**src/rtl/pwmled_pkg.sv**
```systemverilog
// ============================================================================
// Module : pwmled_pkg
// Brief  : Shared register layout, field offsets and bit-reverse helper for
//          the RGB PWM LED bank.
// Rev    : 1.0  initial release
// ============================================================================
`default_nettype none

package pwmled_pkg;

  localparam int c_REG_W  = 32;
  localparam int c_MAX_PW = 16;

  typedef enum logic [1:0] {
    COL_BLUE  = 2'd0,
    COL_GREEN = 2'd1,
    COL_RED   = 2'd2
  } colour_e;

  // Lowest bit of a colour field inside the 32-bit LED register.
  function automatic int field_lo(input colour_e col, input int pw);
    return int'(col) * pw;
  endfunction

  // Reverses the low w bits of v; bits at and above w come back as zero.
  function automatic logic [c_MAX_PW-1:0] bit_reverse(input logic [c_MAX_PW-1:0] v,
                                                      input int w);
    logic [c_MAX_PW-1:0] r;
    r = '0;
    for (int i = 0; i < c_MAX_PW; i++) begin
      if (i < w) r[i] = v[w-1-i];
    end
    return r;
  endfunction

endpackage

`default_nettype wire

```
**src/rtl/pwmled_if.sv**
```systemverilog
// ============================================================================
// Module : pwmled_if
// Brief  : Single-cycle strobe/ack register bus of the PWM LED bank.
// Rev    : 1.0  initial release
// ============================================================================
`default_nettype none

interface pwmled_if #(
  parameter int AW = 2
) ();
  logic          i_stb;
  logic          i_we;
  logic [AW-1:0] i_addr;
  logic [31:0]   i_data;
  logic          o_ack;
  logic [31:0]   o_data;

  modport master (
    output i_stb, i_we, i_addr, i_data,
    input  o_ack, o_data
  );

  modport slave (
    input  i_stb, i_we, i_addr, i_data,
    output o_ack, o_data
  );
endinterface

`default_nettype wire

```
**src/rtl/pwm_fader.sv**
```systemverilog
// ============================================================================
// Module : pwm_fader
// Brief  : One colour channel: target/current registers and PWM compare.
//          Fading toward the target is built only with PWMLED_FADE_EN.
// Rev    : 1.0  initial release
// ============================================================================
`default_nettype none

module pwm_fader #(
  parameter int PW = 9
) (
  input  wire logic          i_clk,
  input  wire logic          i_reset,
  input  wire logic          i_load,
  input  wire logic [PW-1:0] i_value,
`ifdef PWMLED_FADE_EN
  input  wire logic          i_tick,
`endif
  input  wire logic [PW-1:0] i_cnt_rev,
  output logic      [PW-1:0] o_target,
  output logic               o_led
);

  logic [PW-1:0] r_target;
  logic [PW-1:0] r_current;
  logic [PW-1:0] w_current_nx;
  logic          r_led;

  always_comb begin
    w_current_nx = r_current;
`ifdef PWMLED_FADE_EN
    // Steps use the target as it stood before this edge, so a coinciding
    // write only steers the following tick.
    if (i_tick) begin
      if (r_current < r_target)      w_current_nx = r_current + PW'(1);
      else if (r_current > r_target) w_current_nx = r_current - PW'(1);
    end
`else
    if (i_load) w_current_nx = i_value;
`endif
  end

  always_ff @(posedge i_clk or posedge i_reset) begin
    if (i_reset) begin
      r_target  <= '0;
      r_current <= '0;
      r_led     <= 1'b0;
    end else begin
      if (i_load) r_target <= i_value;
      r_current <= w_current_nx;
      r_led     <= (i_cnt_rev < r_current);
    end
  end

  assign o_target = r_target;
  assign o_led    = r_led;

endmodule

`default_nettype wire

```
**src/rtl/pwmled_bank.sv**
```systemverilog
// ============================================================================
// Module : pwmled_bank
// Brief  : Bank of NLED RGB LEDs with bit-reversed PWM and register bus.
//          Define PWMLED_FADE_EN to fade current values toward targets.
// Rev    : 1.0  initial release
// ============================================================================
`default_nettype none

module pwmled_bank
  import pwmled_pkg::*;
#(
  parameter int NLED      = 4,
  parameter int PW        = 9,
  parameter int FADE_LOG2 = 16
) (
  input  wire logic              i_clk,
  input  wire logic              i_reset,
  pwmled_if.slave                bus,
  output logic [3*NLED-1:0]      o_led
);

  localparam int c_AW    = (NLED > 1) ? $clog2(NLED) : 1;
  localparam int c_NCH   = 3 * NLED;
  localparam int c_DEPTH = 1 << c_AW;

  logic [PW-1:0]       r_cnt;
  logic [PW-1:0]       w_cnt_rev;
  logic                w_wr;
  logic [NLED-1:0]     w_load;
  logic [c_NCH*PW-1:0] w_target;
  logic [31:0]         w_words [c_DEPTH];
  logic                r_ack;
  logic [31:0]         r_data;
  logic                w_unused_data;

  assign w_unused_data = ^bus.i_data[c_REG_W-1:3*PW];

  always_ff @(posedge i_clk or posedge i_reset) begin
    if (i_reset) r_cnt <= '0;
    else         r_cnt <= r_cnt + PW'(1);
  end

  assign w_cnt_rev = PW'(bit_reverse(c_MAX_PW'(r_cnt), PW));

`ifdef PWMLED_FADE_EN
  logic [FADE_LOG2-1:0] r_presc;
  logic                 r_tick;

  // Tick is high for the one cycle in which the prescaler reads zero.
  always_ff @(posedge i_clk or posedge i_reset) begin
    if (i_reset) begin
      r_presc <= '0;
      r_tick  <= 1'b0;
    end else begin
      r_presc <= r_presc + FADE_LOG2'(1);
      r_tick  <= &r_presc;
    end
  end
`else
  localparam int c_unused_fade_log2 = FADE_LOG2;
`endif

  assign w_wr = bus.i_stb && bus.i_we && (32'(bus.i_addr) < 32'(NLED));

  for (genvar k = 0; k < NLED; k++) begin : g_load
    assign w_load[k] = w_wr && (bus.i_addr == c_AW'(k));
  end

  for (genvar f = 0; f < c_NCH; f++) begin : g_fader
    localparam int c_LED = f / 3;
    localparam int c_LO  = field_lo(colour_e'(f % 3), PW);

    pwm_fader #(
      .PW(PW)
    ) u_fader (
      .i_clk     (i_clk),
      .i_reset   (i_reset),
      .i_load    (w_load[c_LED]),
      .i_value   (bus.i_data[c_LO +: PW]),
`ifdef PWMLED_FADE_EN
      .i_tick    (r_tick),
`endif
      .i_cnt_rev (w_cnt_rev),
      .o_target  (w_target[f*PW +: PW]),
      .o_led     (o_led[f])
    );
  end

  // Address space is padded to a power of two; unpopulated slots read zero.
  for (genvar k = 0; k < c_DEPTH; k++) begin : g_word
    if (k < NLED) begin : g_led
      assign w_words[k] = 32'(w_target[k*3*PW +: 3*PW]);
    end else begin : g_empty
      assign w_words[k] = '0;
    end
  end

  always_ff @(posedge i_clk or posedge i_reset) begin
    if (i_reset) begin
      r_ack  <= 1'b0;
      r_data <= '0;
    end else begin
      r_ack <= bus.i_stb;
      if (bus.i_stb && !bus.i_we) r_data <= w_words[bus.i_addr];
    end
  end

  assign bus.o_ack  = r_ack;
  assign bus.o_data = r_data;

endmodule

`default_nettype wire
```
**src/flat_wrapper.sv**
```systemverilog
// flat-port wrapper written by rule: the top's interface ports become plain ports
module pwmled_bank_flat import pwmled_pkg::*;
#(
  parameter int NLED      = 4,
  parameter int PW        = 9,
  parameter int FADE_LOG2 = 16
)
  (i_clk, i_reset, o_led, bus_i_stb, bus_i_we, bus_i_addr, bus_i_data, bus_o_ack, bus_o_data);
  pwmled_if bus_i ();
  input  wire logic i_clk;
  input  wire logic i_reset;
  output logic [3*NLED-1:0] o_led;
  input wire logic [$bits(bus_i.i_stb)-1:0] bus_i_stb;
  input wire logic [$bits(bus_i.i_we)-1:0] bus_i_we;
  input wire logic [$bits(bus_i.i_addr)-1:0] bus_i_addr;
  input wire logic [$bits(bus_i.i_data)-1:0] bus_i_data;
  output wire logic [$bits(bus_i.o_ack)-1:0] bus_o_ack;
  output wire logic [$bits(bus_i.o_data)-1:0] bus_o_data;
  assign bus_i.i_stb = bus_i_stb;
  assign bus_i.i_we = bus_i_we;
  assign bus_i.i_addr = bus_i_addr;
  assign bus_i.i_data = bus_i_data;
  assign bus_o_ack = bus_i.o_ack;
  assign bus_o_data = bus_i.o_data;
  pwmled_bank #(.NLED(NLED), .PW(PW), .FADE_LOG2(FADE_LOG2)) u_core (.i_clk(i_clk), .i_reset(i_reset), .bus(bus_i), .o_led(o_led));
endmodule
```
**config.mk**
```make
export PLATFORM = sky130hd
export DESIGN_NAME = pwmled_bank_flat
export DESIGN_NICKNAME = d
export VERILOG_FILES = /design/src/rtl/pwmled_pkg.sv /design/src/rtl/pwmled_if.sv /design/src/rtl/pwm_fader.sv /design/src/rtl/pwmled_bank.sv /design/src/flat_wrapper.sv
export SDC_FILE = /design/constraint.sdc
export NUM_CORES = 1
export LEC_CHECK = 0
export ABC_AREA = 1
export CORE_UTILIZATION = 45
export DETAILED_ROUTE_END_ITERATION = 10
export PLACE_DENSITY_LB_ADDON = 0.25
export SYNTH_ARGS = -nofsm -noshare
export SYNTH_HDL_FRONTEND = slang
export SYNTH_HIERARCHICAL = 1
export SYNTH_SLANG_ARGS = --single-unit
```
**constraint.sdc**
```tcl
create_clock -name i_clk -period 3 [get_ports i_clk]
set_input_delay 0.6 -clock i_clk [delete_from_list [all_inputs] [get_ports i_clk]]
set_output_delay 0.6 -clock i_clk [all_outputs]
set_load 0.01 [all_outputs]
```
==> flow_summary.json <==
{
  "status": "finished, final reports clean",
  "wire_per_inst_um": 15.22,
  "end_kind": "output port",
  "worst_pin_slew_ns": 1.035,
  "power_switching_mw": 2.110,
  "io_pins": 83,
  "num_vias": 8096,
  "finalMaxSlewViolations": 0,
  "hp-class": "flop to flop",
  "synthSimpleGateAreaFrac_pct": 26.32,
  "synthTopCellsByArea": "dfrtp_1 (40%), nand2_1 (22%), ha_1 (12%)",
  "synth_compound_gate_area_share_pct": 8.332,
  "gr-total-overflow": 0,
  "cpMaxStageDelayCell": "clkdlybuf4s50_1",
  "setup_tns_ns": 0,
  "leakage_nw": 5.878,
  "clkSinkCount": 157,
  "syn_inst": 1317,
  "rsz0062_at_grt": "no",
  "p_total_mw": 6.549,
  "grt_max_degree": 57,
  "worstSetupPathType": "flop to output port",
  "comb_power_share_pct": 25.5,
  "path_delay_family": "buffers and inverters",
  "drive_gt1_share_pct": 6.484,
  "power_density_mw_per_mm2": 588.9,
  "p_sw_share_pct": 32.21,
  "hpwl_um": 17710,
  "yosys_warnings": 6,
  "max_slew_margin_pct": 31.01,
  "power_frac_clock_pct": 33.0,
  "seqPwrFrac_pct": 41.5,
  "ir_drop_mv": 0.3747,
  "die_h_um": 149.1,
  "timing.final.crit_share_pct": 65.72,
  "numCtsBuffers": 17,
  "critical_path_peak_fanout": 2,
  "cp_data_required_time_ns": 2.40,
  "drt-initial-drc-count": 453,
  "setup_viol": 0,
  "cts.htree.levels": 4,
  "max_stage_delay_ns": 0.55,
  "cts_hold_buf": 0,
  "cts_buffer_depth": 2,
  "cts_setup_buffers": 0,
  "drcViolationCount": 0,
  "synth_top_family_by_area": "simple AND/OR/NAND/NOR gates",
  "ant_nets": 0,
  "cts.repair.resized": 0,
  "nFillCells": 2051,
  "grt_pass1_vias": 8086,
  "synth-xor-area-share_pct": 0.3600,
  "dieArea_mm2": 0.02222,
  "antenna_cells": 0,
  "cts.clk_slew.worst_paths_ns": 0.06,
  "grt_usage_pct": 24.60,
  "antenna_found_initial": 0,
  "grt_pass1_wl_um": 41560,
  "vias_per_cell": 4.868,
  "internal-power_mw": 4.440,
  "totalWireLength_um": 25320,
  "core_mm2": 0.02109,
  "fp.dieW_um": 149.1,
  "drv_cap": 0,
  "yosysTopAreaCell": "dfrtp_1",
  "area_delta_synth_final_pct": 14.29,
  "yosysTopAreaCellShare_pct": 40.38,
  "cts_tree": "done",
  "place_congestion": 0.8314,
  "portBuffers": 72,
  "fmax_mhz": 507.2,
  "initial_core_util_pct": 46.14,
  "crit_chain": "clkdlybuf4s50_1",
  "cp.buffers_inverters": 1,
  "crit_path_start_kind": "flop",
  "hold_viol_final": 0,
  "fin_crit_ns": 1.972,
  "num_rows": 53,
  "clkLatencyLatePin_ns": 0.43,
  "syn_area_mm2": 0.009731,
  "ys_seq_elements": 157,
  "synthAdderAreaFrac_pct": 12.47,
  "cts_root_buffer": "clkbuf_16",
  "dr.pass1.iters": 6,
  "synth_mux_area_share_pct": 0,
  "nets": 1511,
  "ys_types": 23,
  "syn-mean-instance-area_um2": 7.388,
  "cp.arrival_ns": 1.37,
  "clock_skew_ns": 0.01175,
  "seq_area_frac_synth_pct": 40.38
}
==> Yosys cell counts (all sizes together) <==
cell and number:
nand2 574, or2 12, a21oi 36, nand4 2, conb 1, xor2 3, ha 97, clkbuf 6
xnor2 1, nor3 4, buf 46, inv 205, nor2 45, nand3 20, o21ai 108, dfrtp 157
==> flip-flops by register name, indices dropped and copies added (netlist names) <==
signal and cells:
u_core/bus.o_ack 1, u_core/bus.o_data 27, u_core/g_fader.u_fader/o_led 12, u_core/g_fader.u_fader/o_target 108, u_core/r_cnt 9
==> worst paths after layout <==
check | slack, ns | cells past startpoint | end | startpoint
setup / recovery | 1.03 | 1 | bus_o_data[16] | u_core/bus.o_data[16]$_DFFE_PP0P_
setup reg to reg | 1.12 | 6 | u_core/g_fader[8].u_fader/o_led$_DFF_PP0_ | u_core/r_cnt[6]$_DFF_PP0_
hold reg to reg | 0.48 | 2 | u_core/bus.o_data[11]$_DFFE_PP0P_ | u_core/bus.o_data[11]$_DFFE_PP0P_
min in group asynchronous | 1.05 | 2 | u_core/g_fader[3].u_fader/o_target[8]$_DFFE_PP0P_ | i_reset
max in group asynchronous | 1.51 | 3 | u_core/bus.o_data[7]$_DFFE_PP0P_ | i_reset
hold / removal | 0.48 | 2 | u_core/bus.o_data[11]$_DFFE_PP0P_ | u_core/bus.o_data[11]$_DFFE_PP0P_
==> stage by stage <==
step,std cells,area [um2],hold WS [ns],setup WS [ns],utilization (%)
global route,1663,11120,0.5076,0.9781,52.74
global placement,1632,10540,0.4622,0.7821,49.98
floorplan,1321,9746,0.4402,1.334,-
CTS,1663,11120,0.4838,0.9915,52.74
finish,1663,11120,0.4811,1.028,52.74
detailed placement,1632,10540,0.4646,0.7227,49.98
==> metal layers <==
metal  GRT usage [%]  share of wire (%)  vias to the layer above  wire [um]
met5               0                  0                        -          0
met4           7.398                1.8                        0        452
met3           3.517                4.4                       33       1112
met2           42.37                 49                      201      12420
met1           31.86                 45                     3754      11340
li1                -                  -                     4108          -
==> power groups by stage <==
stage / combinational, mW / sequential [mW] / clock, mW
floorplan: 1.08 / 2.76 / 0
global placement: 1.62 / 2.74 / 0
detailed placement: 1.66 / 2.76 / 0
CTS: 1.68 / 2.72 / 2.19
global route: 1.93 / 2.77 / 2.30
finish: 1.67 / 2.72 / 2.16
==> worst min-delay path, delay by kind of cell (launching register included) <==
family | cells | cell delay (ns)
and+or+nand+nor | 2 | 0.11
DFF | 1 | 0.34
==> final cells by class <==
type | instances | area [um2] | share of cell area, %
Clock buffer | 19 | 442.9 | 3.983
Clock inverter | 12 | 137.6 | 1.238
Inverter | 205 | 769.5 | 6.919
Multi-Input combinational cell | 907 | 4662 | 41.92
Sequential cell | 157 | 3929 | 35.33
Tap cell | 275 | 344.1 | 3.094
Timing Repair Buffer | 88 | 835.8 | 7.516
==> cell usage in the layout, fill, tap and decap left out, types with 2 or more instances in the layout <==
cell             netlist  layout
bufinv_16              0       2
xor2_1                 3       3
o21ai_1               24      24
nand3_1               20      20
ha_1                  97      97
a21oi_2               24      24
nor3_2                 0       4
clkdlybuf4s50_1        0      71
or2_0                 12      12
clkbuf_16              0      17
nand4_1                2       2
nand2_1              574     574
inv_2                  2       2
buf_4                 20      16
inv_1                203     203
clkinvlp_4             0       5
dfrtp_1              157     157
nor2_2                12      13
conb_1                 1       5
a21oi_1               12      12
inv_6                  0       3
o21ai_0               84      84
nor2_1                33      32
==> cells by family (layout without fill, tap and decap cells) <==
| kind of cell | Yosys count | count (layout) |
|---|---|---|
| DFF | 157 | 157 |
| buffers and inverters | 257 | 324 |
| xor gates and xnor gates | 4 | 4 |
| and+or+nand+nor | 657 | 657 |
| other | 1 | 5 |
| adders and majority gates | 97 | 97 |
| AOI/OAI and AO/OA | 144 | 144 |
No activity file was read; power rests on OpenSTA's default activity.
